==> src/rtl/rca_seq_pkg.sv <==
// Shared types and helpers for the sequential ripple-carry adder.
// State encoding plus a parameter legality check.
package rca_seq_pkg;

  typedef enum logic [1:0] {
    IDLE = 2'd0,
    RUN  = 2'd1,
    DONE = 2'd2
  } state_t;

  function automatic bit params_ok(input int width, input int chunk);
    return (chunk >= 1) && (chunk <= width) && (width % chunk == 0);
  endfunction

endpackage

==> src/rtl/rca_chunk.sv <==
// Combinational CHUNK-bit ripple adder built from full adders.
// Also exposes the carry into the top bit for overflow detection.
module rca_chunk #(
  parameter int CHUNK = 4
) (
  input  logic [CHUNK-1:0] a,
  input  logic [CHUNK-1:0] b,
  input  logic             cin,
  output logic [CHUNK-1:0] s,
  output logic             cout,
  output logic             c_msb_in
);

  logic [CHUNK:0] c;

  assign c[0] = cin;

  for (genvar i = 0; i < CHUNK; i++) begin : g_fa
    assign s[i]   = a[i] ^ b[i] ^ c[i];
    assign c[i+1] = (a[i] & b[i]) | (c[i] & (a[i] ^ b[i]));
  end

  assign cout     = c[CHUNK];
  assign c_msb_in = c[CHUNK-1];

endmodule

==> src/rtl/rca_seq_adder.sv <==
// Multi-cycle ripple-carry adder: WIDTH bits, CHUNK bits per clock.
// Optional signed overflow output enabled by `RCA_SEQ_OVF_EN.
module rca_seq_adder
  import rca_seq_pkg::*;
#(
  parameter int WIDTH = 16,
  parameter int CHUNK = 4
) (
  input  logic             clk,
  input  logic             rst_n,
  input  logic             start,
  input  logic [WIDTH-1:0] a,
  input  logic [WIDTH-1:0] b,
  input  logic             cin,
  output logic             busy,
  output logic             done,
  output logic [WIDTH-1:0] sum,
  output logic             cout
`ifdef RCA_SEQ_OVF_EN
  ,
  output logic             ovf
`endif
);

  localparam int NCHUNK = WIDTH / CHUNK;
  localparam int IDXW   = (NCHUNK > 1) ? $clog2(NCHUNK) : 1;
  localparam logic [IDXW-1:0] LAST = IDXW'(NCHUNK - 1);

  if (!params_ok(WIDTH, CHUNK)) begin : g_bad_params
    $error("rca_seq_adder: illegal WIDTH/CHUNK");
  end

  state_t state, state_nx;

  logic [WIDTH-1:0] a_q, b_q, res_q, res_nx;
  logic             carry_q;
  logic [IDXW-1:0]  idx;
  logic             accept, last;
  int               off;

  logic [CHUNK-1:0] cs;
  logic             cc;

  assign accept = start && (state == IDLE || state == DONE);
  assign last   = (idx == LAST);
  assign off    = int'(idx) * CHUNK;

`ifdef RCA_SEQ_OVF_EN
  logic cm;
`else
  logic cm_unused;
`endif

  rca_chunk #(.CHUNK(CHUNK)) u_chunk (
    .a        (a_q[off +: CHUNK]),
    .b        (b_q[off +: CHUNK]),
    .cin      (carry_q),
    .s        (cs),
    .cout     (cc),
`ifdef RCA_SEQ_OVF_EN
    .c_msb_in (cm)
`else
    .c_msb_in (cm_unused)
`endif
  );

  // Merge the current chunk's sum into the partial result.
  always_comb begin
    res_nx = res_q;
    res_nx[off +: CHUNK] = cs;
  end

  // State register.
  always_ff @(posedge clk) begin
    if (!rst_n) state <= IDLE;
    else        state <= state_nx;
  end

  // Next-state logic; start is only honoured in IDLE and DONE.
  always_comb begin
    state_nx = state;
    unique case (state)
      IDLE:    if (start) state_nx = RUN;
      RUN:     if (last) state_nx = DONE;
      DONE:    state_nx = start ? RUN : IDLE;
      default: state_nx = IDLE;
    endcase
  end

  // Status outputs decoded from state.
  always_comb begin
    busy = (state == RUN);
    done = (state == DONE);
  end

  // Operand capture, chunk-by-chunk accumulation, result publish.
  always_ff @(posedge clk) begin
    if (!rst_n) begin
      a_q     <= '0;
      b_q     <= '0;
      res_q   <= '0;
      carry_q <= 1'b0;
      idx     <= '0;
      sum     <= '0;
      cout    <= 1'b0;
`ifdef RCA_SEQ_OVF_EN
      ovf     <= 1'b0;
`endif
    end else if (accept) begin
      a_q     <= a;
      b_q     <= b;
      carry_q <= cin;
      idx     <= '0;
    end else if (state == RUN) begin
      res_q   <= res_nx;
      carry_q <= cc;
      idx     <= idx + IDXW'(1);
      if (last) begin
        sum  <= res_nx;
        cout <= cc;
`ifdef RCA_SEQ_OVF_EN
        ovf  <= cm ^ cc;
`endif
      end
    end
  end

endmodule

==> config.mk <==
export PLATFORM = sky130hd
export DESIGN_NAME = rca_seq_adder
export DESIGN_NICKNAME = d
export VERILOG_FILES = /design/src/rtl/rca_seq_pkg.sv /design/src/rtl/rca_chunk.sv /design/src/rtl/rca_seq_adder.sv
export SDC_FILE = /design/constraint.sdc
export NUM_CORES = 1
export LEC_CHECK = 0
export ABC_CLOCK_PERIOD_IN_PS = 9150
export CORE_MARGIN = 10
export CORE_UTILIZATION = 32
export CTS_BUF_LIST = sky130_fd_sc_hd__clkbuf_8 sky130_fd_sc_hd__clkbuf_16
export CTS_CLUSTER_DIAMETER = 30
export CTS_CLUSTER_SIZE = 14
export DETAILED_ROUTE_END_ITERATION = 8
export DONT_BUFFER_PORTS = 1
export PLACE_DENSITY = 0.43
export SYNTH_ARGS = -nofsm -noshare
export SYNTH_HDL_FRONTEND = slang
export SYNTH_SLANG_ARGS = --single-unit
export TNS_END_PERCENT = 20
==> constraint.sdc <==
create_clock -name clk -period 9.15 [get_ports clk]
set_input_delay 1.83 -clock clk [delete_from_list [all_inputs] [get_ports clk]]
set_output_delay 1.83 -clock clk [all_outputs]
set_load 0.01 [all_outputs]
==> impl_metrics.csv, run 1 <==
group,metric,value,unit
power,ir_drop,0.0824,mV
floorplan,io_pins,55,
power,power,0.000609,W
placed_design,dpl-instance-area,3260,um2
worst_setup_path,r2r_end,"res_q[11]",
timing,period_minus_slack,3.76,ns
cts,cts_sinks,70,
placed_design,port_buffers,0,
power,pwr-share-comb,8.8,%
timing,fmax,266,MHz
synthesis,ys_seq_area_share,42.9,%
worst_setup_path,path_delay_family,"adder cells",
cts,cts_setup_buffers,0,
worst_setup_path,crit_type,"flip-flop to flip-flop",
floorplan,die_h,121,um
cts,holdBufCountCts,0,
synthesis,async_flop_share,0,%
layout,diodes,0,
synthesis,avgSynthCellArea,9.30,um2
synthesis,yosysTopAreaCellShare,42.9,%
synthesis,yosys_warnings,0,
run_status,status,"completed",
cts,numCtsBuffers,9,
cts,cts-resized-gates,0,
synthesis,synth_cell_types,35,
worst_setup_path,cp_max_fo,18,
power,pwr-share-seq,53.1,%
synthesis,ys_seq_elements,70,
layout,final_area,3440,um2
global_route,grt.overflow.total,0,
synthesis,synth_commonest_cells,"nand2_1, dfxtp_1, nor2b_1",
timing,hold_violations,0,
synthesis,synth_area_leaders,"dfxtp_1, nand2_1, nor2b_1",
global_route,grt_pass1_wl,12500,um
synthesis,netlist_area,3260,um2
routing,drtAntennaViolNets,0,
floorplan,die_x,121,um
worst_setup_path,worstPathArrival,4.03,ns
global_route,grtUsageMet3,5.03,%
power,power_density,177,nW/um2
placed_design,gp_congestion,0.705,
worst_setup_path,crit_path_start_kind,"flip-flop",
routing,viasPerCell,4.85,
cts,clk_path_buf_depth,2,
synthesis,synth_edf_count,0,
power,power_switching_share,24.4,%
synthesis,syn_nets,397,
global_route,met1_usage,12.7,%
worst_setup_path,rr_startpoint,"idx[0]",
worst_setup_path,cpMaxStageDelayCell,"dfxtp_1",
layout,fin_nets,383,
layout,final-seq-area,1400,um2
synthesis,synthFlopType,"dfxtp_1",
routing,firstDrtPassIters,4,
timing,holdWs,0.454,ns
layout,multi_input_comb_area,1630,um2
routing,drc,0,
timing,fin_skew,0.0105,ns
global_route,grt_max_degree,70,
layout,final_layout_size_suffix_gt1_share,9.06,%
floorplan,rows,36,
timing,maxSlewHeadroom,26.5,%
worst_setup_path,cp.required,9.42,ns
floorplan,core_area,9860,um2
timing,maxSlewViolCount,0,
cts,cts_tree,"yes",
synthesis,netlist_instances,351,
worst_setup_path,r2r_cells,12,
power,power.internal,0.000461,W
global_route,grt_pass1_vias,2311,
routing,drt_iter0_markers,136,
worst_setup_path,path_buf_inv,4,
synthesis,yosys.area.top_type,"dfxtp_1",
routing,wire_per_inst,15.8,um
global_route,grt_antenna_before_repair,1,
cts,htreeDepth,3,
cts,clock_latency,0.34,ns
routing,via_count,2302,
layout,syn2layout_area_growth,5.37,%
placed_design,hpwlAfterDp,5110,um
timing,finalSetupViolations,0,
floorplan,dieArea,14600,um2
cts,cts-root-buf,"clkbuf_8",
power,clkPwrFrac,38.1,%
floorplan,start_util,33.1,%
layout,nFillCells,1060,
routing,routed_wl,7490,um
worst_setup_path,crit_path_end_kind,"flip-flop",
global_route,met2_usage,17.2,%
layout,fin_util,34.9,%
min_path,hold_path.class,"flip-flop to flip-flop",
timing,period_share,41.1,%
min_path,worstHoldPathCells,2,
min_path,whs_endpoint,"a_q[8]",
worst_setup_path,r2r_setup_slack,5.39,ns
power,leakage,1.25,nW
min_path,hold_start,"a_q[8]",
global_route,busiest_layer,"met2",
global_route,grt_use_total,10.7,%
worst_setup_path,cp_cell_sequence,"mux4_2 -> inv_1 -> fa_1 -> inv_1 -> fa_1 -> inv_1 -> fa_1 -> inv_1 -> fa_1 -> nor2b_1 -> a32oi_1 -> nor2b_1",
synthesis,yosysMostFrequentCell,"nand2_1",
timing,rsz0062_at_grt,"no",
timing,worst_pin_slew,1.10,ns
timing,finalSetupTns,0,ns
power,switchingPower,0.000149,W
worst_setup_path,critPathMaxStageDelay,0.89,ns
job,drv_cap,0,
cts,path_clk_slew,0.07,ns
## worst max-delay path by stage
stage | from | end | slack, ns | cells past startpoint
after global routing | idx[0] | res_q[15] | 5.00 | 12
after global placement | idx[0] | sum[7] | 5.44 | 12
final | idx[0] | res_q[11] | 5.39 | 12
after floorplan | idx[0] | res_q[11] | 6.09 | 13
after detailed placement | idx[0] | res_q[11] | 5.35 | 12
after CTS | idx[0] | res_q[11] | 5.34 | 12
## power groups by stage
stage                logic, W  registers [W]  clock network (W)
floorplan           0.0000523       0.000326                  0
global placement    0.0000549       0.000331                  0
detailed placement  0.0000549       0.000331                  0
CTS                 0.0000551       0.000324           0.000242
global route        0.0000612       0.000326           0.000259
finish              0.0000536       0.000324           0.000232
## cells by family after synthesis
group,synth area share (%)
multiplexers,5.83
buffers and inverters,7.13
adder cells (fa/ha/maj),4.75
AO/OA/AOI/OAI,20.2
flip-flops,42.9
AND/OR/NAND/NOR,19.2
## flip-flops by register name, summed over array words and instances (netlist names)
register / count
cout: 1
carry_q: 1
sum: 16
res_q: 16
b_q: 16
state: 2
idx: 2
a_q: 16
## layout by cell type, fill, tap and decap left out, types with 4 or more instances in the layout
cell type  instances
nand2_1           73
nor2b_1           30
inv_1             15
fa_1               4
o21ai_0           14
a21oi_1           30
a21boi_1          21
ha_1               6
dfxtp_1           70
a21boi_0          11
clkbuf_8           9
a32oi_1           14
mux4_2             8
nand3b_1           4
## through the flow
| stage | std cells | setup slack [ns] |
|---|---|---|
| 3_5_place_dp | 459 | 5.35 |
| 2_1_floorplan | 351 | 6.09 |
| 6_report | 475 | 5.39 |
| 4_1_cts | 475 | 5.34 |
| 3_3_place_gp | 459 | 5.44 |
| 5_1_grt | 475 | 5.00 |
## metal layers
| metal | vias up | wire length [um] |
|---|---|---|
| li1 | 1174 | - |
| met1 | 1072 | 3360 |
| met2 | 47 | 3560 |
| met3 | 7 | 497 |
| met4 | 2 | 65 |
| met5 | - | 7 |
## area by class of cell
type	instances	share of cell area [%]
Multi-Input combinational cell	242	47.5
Timing Repair Buffer	1	0.218
Clock inverter	7	1.71
Tap cell	133	4.84
Sequential cell	70	40.7
Clock buffer	9	3.60
Inverter	13	1.42
## worst register-to-register path: cells and delay by family (launching register included)
kind                       cells  cell delay, ns
buffers and inverters          4            0.26
DFF                            1            0.89
muxes                          1            0.60
AOI/OAI and AO/OA              1            0.18
and+or+nand+nor                2            0.57
adders and majority gates      4            1.20
(Power assumes the default switching activity.)
==> inputs of run 2 (changes only) <==
--- a/config.mk
+++ b/config.mk
@@ -5,7 +5,7 @@
 export SDC_FILE = /design/constraint.sdc
 export NUM_CORES = 1
 export LEC_CHECK = 0
-export ABC_CLOCK_PERIOD_IN_PS = 9150
+export ABC_CLOCK_PERIOD_IN_PS = 3300
 export CORE_MARGIN = 10
 export CORE_UTILIZATION = 32
 export CTS_BUF_LIST = sky130_fd_sc_hd__clkbuf_8 sky130_fd_sc_hd__clkbuf_16
@@ -13,7 +13,7 @@
 export CTS_CLUSTER_SIZE = 14
 export DETAILED_ROUTE_END_ITERATION = 8
 export DONT_BUFFER_PORTS = 1
-export PLACE_DENSITY = 0.43
+export PLACE_DENSITY = 0.44
 export SYNTH_ARGS = -nofsm -noshare
 export SYNTH_HDL_FRONTEND = slang
 export SYNTH_SLANG_ARGS = --single-unit
==> constraint.sdc (replaced) <==
create_clock -name clk -period 3.3 [get_ports clk]
set_input_delay 0.66 -clock clk [delete_from_list [all_inputs] [get_ports clk]]
set_output_delay 0.66 -clock clk [all_outputs]
set_load 0.01 [all_outputs]
==> run 2 against run 1 <==
Effect of this change:
- clock skew about the same
- critical path depth fell by 2
- global-route usage grew 0.45 points
- non-clock buffer count up 6
- first-iteration DRC count is 18% lower
- sequential power grew to 2.8 times the previous value
- combinational power rose to 3.0 times the previous value
- power grew to 3.0 times the previous value
- critical path type unchanged
- hold slack worse by 0.021 ns
==> impl_metrics.csv, run 2 (synthesis gave the netlist of run 1 again) <==
group,metric,value,unit
layout,fin_nets,389,
min_path,worstHoldPathCells,2,
cts,cts_tree,"yes",
worst_setup_path,r2r_cells,10,
routing,firstDrtPassIters,4,
floorplan,io_pins,55,
cts,htreeDepth,3,
layout,final_layout_size_suffix_gt1_share,11.5,%
cts,clk_path_buf_depth,2,
placed_design,port_buffers,0,
timing,rsz0062_at_grt,"no",
worst_setup_path,crit_type,"flip-flop to flip-flop",
global_route,grt_antenna_before_repair,0,
global_route,grt_pass1_vias,2425,
worst_setup_path,r2r_setup_slack,0.22,ns
worst_setup_path,cp_cell_sequence,"buf_4 -> mux4_2 -> fa_1 -> inv_1 -> fa_1 -> inv_1 -> fa_1 -> nor2b_2 -> a32oi_1 -> nor2b_1",
layout,diodes,0,
routing,drt_iter0_markers,111,
global_route,grt_max_degree,70,
layout,syn2layout_area_growth,7.78,%
worst_setup_path,crit_path_start_kind,"flip-flop",
min_path,hold_path.class,"primary input to flip-flop",
cts,holdBufCountCts,0,
power,power_switching_share,24.4,%
routing,viasPerCell,4.83,
timing,maxSlewHeadroom,44.7,%
power,switchingPower,0.000440,W
routing,drtAntennaViolNets,0,
cts,clock_latency,0.35,ns
floorplan,die_h,121,um
worst_setup_path,critPathMaxStageDelay,0.54,ns
worst_setup_path,path_common_cell,"fa_1",
worst_setup_path,crit_path_end_kind,"flip-flop",
timing,finalSetupTns,0,ns
timing,period_share,93.4,%
routing,routed_wl,7890,um
timing,fmax,325,MHz
timing,period_minus_slack,3.08,ns
worst_setup_path,cp_max_fo,12,
layout,layout_common_cells,"nand2_1, dfxtp_1, a21oi_1, nor2b_1, a21boi_1",
placed_design,gp_congestion,0.797,
power,clkPwrFrac,41.5,%
global_route,grt.overflow.total,0,
run_status,status,"completed",
timing,finalSetupViolations,0,
layout,final_common_cell,"nand2_1",
routing,drc,0,
worst_setup_path,worstPathArrival,3.37,ns
power,power_density,513,nW/um2
routing,wire_per_inst,16.4,um
placed_design,hpwlAfterDp,5510,um
timing,maxSlewViolCount,0,
power,pwr-share-seq,49.6,%
floorplan,die_x,121,um
global_route,grt_pass1_wl,13100,um
power,leakage,1.29,nW
timing,worst_pin_slew,0.830,ns
timing,hold_violations,0,
power,ir_drop,0.210,mV
cts,path_clk_slew,0.08,ns
cts,cts-root-buf,"clkbuf_8",
floorplan,core_area,9860,um2
power,power.internal,0.00136,W
floorplan,dieArea,14600,um2
cts,cts_sinks,70,
cts,numCtsBuffers,9,
worst_setup_path,cpMaxStageDelayCell,"mux4_2",
floorplan,start_util,33.1,%
timing,fin_skew,0.0107,ns
layout,fin_util,35.7,%
power,pwr-share-comb,8.8,%
job,drv_cap,0,
routing,via_count,2325,
floorplan,rows,36,
global_route,grt_use_total,11.2,%
worst_setup_path,cp.required,3.59,ns
## run 2: cell types whose count changed in the layout (fill, tap and decap cells not counted)
cell / before / now
nor2b_2: 1 / 2
buf_4: 1 / 7
clkinv_4: 0 / 1
inv_1: 15 / 13
bufinv_16: 1 / 2
nor2b_1: 30 / 29
## run 2: what timing repair did
| action | 4_1_cts | 5_1_grt |
|---|---|---|
| endpoints found under the setup margin | 0 | 6 |
| gates resized for setup | 0 | 1 |
| setup buffers | 0 | 0 |
## run 2: power groups by stage
stage | clock [W] | sequential, W | combinational (W)
global placement | 0 | 0.000915 | 0.000159
detailed placement | 0 | 0.000915 | 0.000161
finish | 0.000749 | 0.000895 | 0.000159
CTS | 0.000777 | 0.000896 | 0.000161
floorplan | 0 | 0.000904 | 0.000145
global route | 0.000812 | 0.000900 | 0.000182
## run 2: worst paths after layout
check,startpoint,to
min reg2reg,a_q[8],a_q[8]
min,a[9],a_q[9]
max,idx[0],res_q[15]
max reg2reg,idx[0],res_q[15]
## run 2: final cells by class
type	instances	area, um2
Fill cell	1044	6350
Clock inverter	7	90.1
Clock buffer	9	124
Inverter	13	48.8
Sequential cell	70	1400
Timing Repair Buffer	7	52.6
Tap cell	133	166
Multi-Input combinational cell	242	1640
## run 2: layer usage
layer / global-route usage, % / up-vias / part of all wire [%]
li1: - / 1191 / -
met1: 13.8 / 1074 / 48
met2: 17.1 / 50 / 44
met3: 5.03 / 10 / 6.9
met4: 3.09 / 0 / 1.1
met5: 0 / - / 0
## run 2: worst max-delay path, delay by kind of cell (launching register included)
kind | cells | cell delay, ns
adders and majority gates | 3 | 1.11
muxes | 1 | 0.54
DFF | 1 | 0.43
and+or+nand+nor | 2 | 0.43
buffers and inverters | 3 | 0.36
AOI/OAI and AO/OA | 1 | 0.14
## run 2: metrics by stage
stage	setup WS (ns)	total power [W]	instances	hold slack (ns)	instance area (um2)
3_3_place_gp	0.155	0.00107	465	0.445	3300
5_1_grt	0.00820	0.00189	481	0.425	3520
2_1_floorplan	0.235	0.00105	351	0.432	3260
4_1_cts	0.105	0.00183	481	0.421	3520
3_5_place_dp	0.125	0.00108	465	0.448	3300
6_report	0.219	0.00180	481	0.433	3520
==> inputs of run 3 (changes only) <==
--- a/config.mk
+++ b/config.mk
@@ -8,12 +8,12 @@
 export ABC_CLOCK_PERIOD_IN_PS = 3300
 export CORE_MARGIN = 10
 export CORE_UTILIZATION = 32
-export CTS_BUF_LIST = sky130_fd_sc_hd__clkbuf_8 sky130_fd_sc_hd__clkbuf_16
 export CTS_CLUSTER_DIAMETER = 30
 export CTS_CLUSTER_SIZE = 14
 export DETAILED_ROUTE_END_ITERATION = 8
 export DONT_BUFFER_PORTS = 1
 export PLACE_DENSITY = 0.44
+export SETUP_SLACK_MARGIN = 0.3
 export SYNTH_ARGS = -nofsm -noshare
 export SYNTH_HDL_FRONTEND = slang
 export SYNTH_SLANG_ARGS = --single-unit
==> run 3 against run 2 <==
Effect of this change:
- sequential cell count did not move
- core utilization shrank 0.32 points
- setup slack gained 0.21 ns
- die area is the same
- via count is essentially flat
- clock-buffer cell count grew 3
- clock skew is 0.0053 ns lower
- sequential share of layout area grew 0.50 points
- register-to-register slack improved by 0.21 ns
- critical endpoint unchanged
- first-iteration DRC count is 6.3% higher
- hold slack better by 0.0041 ns
==> impl_metrics.csv, run 3 (synthesis gave the netlist of run 1 again) <==
group,metric,value,unit
worst_setup_path,rr_startpoint,"idx[0]",
global_route,met1_usage,13.7,%
layout,multi_input_comb_area,1650,um2
worst_setup_path,r2r_end,"res_q[15]",
min_path,hold_path.class,"primary input to flip-flop",
routing,drt_iter0_markers,118,
routing,routed_wl,7980,um
placed_design,pre_cts_ws,0.234,ns
timing,fin_skew,0.00543,ns
run_status,status,"completed",
layout,syn2layout_area_growth,6.82,%
timing,finalSetupTns,0,ns
timing,hold_violations,0,
global_route,grt_pass1_vias,2500,
worst_setup_path,cp.required,3.54,ns
cts,cts_tree,"yes",
floorplan,rows,36,
timing,finalSetupViolations,0,
layout,final_common_cell,"nand2_1",
worst_setup_path,r2r_setup_slack,0.43,ns
global_route,busiest_layer,"met2",
timing,fmax,349,MHz
power,ir_drop,0.228,mV
global_route,grt_max_degree,70,
layout,final_layout_size_suffix_gt1_share,12.9,%
layout,fin_nets,389,
layout,layout_common_cells,"nand2_1, dfxtp_1, a21oi_1, nor2b_1, a21boi_1",
cts,clock_latency,0.35,ns
floorplan,die_h,121,um
global_route,grtUsageMet3,4.51,%
worst_setup_path,r2r_cells,12,
worst_setup_path,cp_max_fo,6,
timing,maxSlewHeadroom,61.2,%
worst_setup_path,crit_type,"flip-flop to flip-flop",
global_route,grt.overflow.total,0,
timing,maxSlewViolCount,0,
layout,diodes,0,
worst_setup_path,worstPathArrival,3.11,ns
job,drv_cap,0,
placed_design,port_buffers,0,
power,leakage,1.27,nW
cts,cts_setup_buffers,0,
cts,htreeDepth,3,
placed_design,hpwlAfterDp,5630,um
cts,holdBufCountCts,0,
cts,numCtsBuffers,9,
min_path,worstHoldPathCells,2,
layout,nFillCells,1040,
placed_design,gp_congestion,0.766,
global_route,grt_antenna_before_repair,0,
min_path,hold_start,"a[8]",
cts,clk_path_buf_depth,2,
floorplan,io_pins,55,
floorplan,dieArea,14600,um2
power,power_density,479,nW/um2
cts,path_clk_slew,0.08,ns
timing,period_share,86.9,%
routing,via_count,2327,
timing,worst_pin_slew,0.579,ns
global_route,met2_usage,18.4,%
layout,final-seq-area,1410,um2
timing,period_minus_slack,2.87,ns
timing,rsz0062_at_grt,"yes",
floorplan,start_util,33.1,%
cts,cts_sinks,70,
floorplan,die_x,121,um
worst_setup_path,crit_path_start_kind,"flip-flop",
routing,viasPerCell,4.84,
global_route,grt_use_total,11.5,%
global_route,grt_pass1_wl,13400,um
floorplan,core_area,9860,um2
timing,finalWorstSetupSlack,0.433,ns
routing,firstDrtPassIters,4,
min_path,whs_endpoint,"a_q[8]",
routing,drc,0,
worst_setup_path,crit_path_end_kind,"flip-flop",
routing,wire_per_inst,16.6,um
cts,cts-root-buf,"clkbuf_8",
routing,drtAntennaViolNets,0,
run 3: where the power goes:
| part | internal (W) | leakage [nW] | switching [W] |
|---|---|---|---|
| clock network | 0.000290 | 0.0861 | 0.000323 |
| registers | 0.000874 | 0.571 | 0.0000208 |
| logic | 0.0000703 | 0.608 | 0.0000918 |
run 3: final cells by class:
| class | count | share of cell area [%] |
|---|---|---|
| clock buffers | 12 | 4.16 |
| flip-flops and latches | 70 | 40.3 |
| repair buffers | 7 | 1.51 |
| clock inverters | 4 | 0.646 |
| well taps | 133 | 4.77 |
| multi-input cells | 242 | 47.2 |
| inverters | 13 | 1.40 |
run 3: stage by stage:
| step | total power [W] | util, % | cell area (um2) | hold slack, ns | std cells |
|---|---|---|---|---|---|
| 2_1_floorplan | 0.00105 | - | 3270 | 0.432 | 351 |
| 3_3_place_gp | 0.00107 | 33.5 | 3300 | 0.444 | 465 |
| 3_5_place_dp | 0.00108 | 33.5 | 3300 | 0.450 | 465 |
| 4_1_cts | 0.00170 | 35.3 | 3480 | 0.425 | 481 |
| 5_1_grt | 0.00176 | 35.4 | 3490 | 0.428 | 481 |
| 6_report | 0.00167 | 35.4 | 3490 | 0.437 | 481 |
run 3: how the worst max path moves through the flow:
| stage | startpoint | endpoint | slack (ns) |
|---|---|---|---|
| 6_report | idx[0] | res_q[15] | 0.43 |
| 5_1_grt | idx[0] | res_q[15] | 0.25 |
| 2_1_floorplan | idx[0] | res_q[15] | 0.32 |
| 3_3_place_gp | idx[0] | res_q[11] | 0.34 |
| 4_1_cts | idx[0] | res_q[15] | 0.36 |
| 3_5_place_dp | idx[0] | res_q[11] | 0.23 |
run 3: timing repair:
| action | 4_1_cts | 5_1_grt |
|---|---|---|
| gates resized for setup | 2 | 6 |
| endpoints found under the setup margin | 6 | 6 |
| pin swaps | 0 | 2 |
run 3: worst max-delay path, stage by stage, from the launching register on:
cell and delay (ns):
dfxtp_4 0.36, mux4_2 0.34, inv_2 0.04, fa_1 0.37
inv_1 0.07, fa_2 0.19, inv_2 0.04, fa_1 0.35
inv_1 0.09, fa_2 0.47, nor2b_4 0.17, a32oi_1 0.20
nor2b_1 0.06
run 3: per-layer routing:
layer  routed length (um)  part of all wire, %  vias to the layer above
li1                     -                    -                     1184
met1                 3610                   45                     1086
met2                 3750                   47                       49
met3                  537                  6.7                        8
met4                   86                  1.1                        0
met5                    0                    0                        -
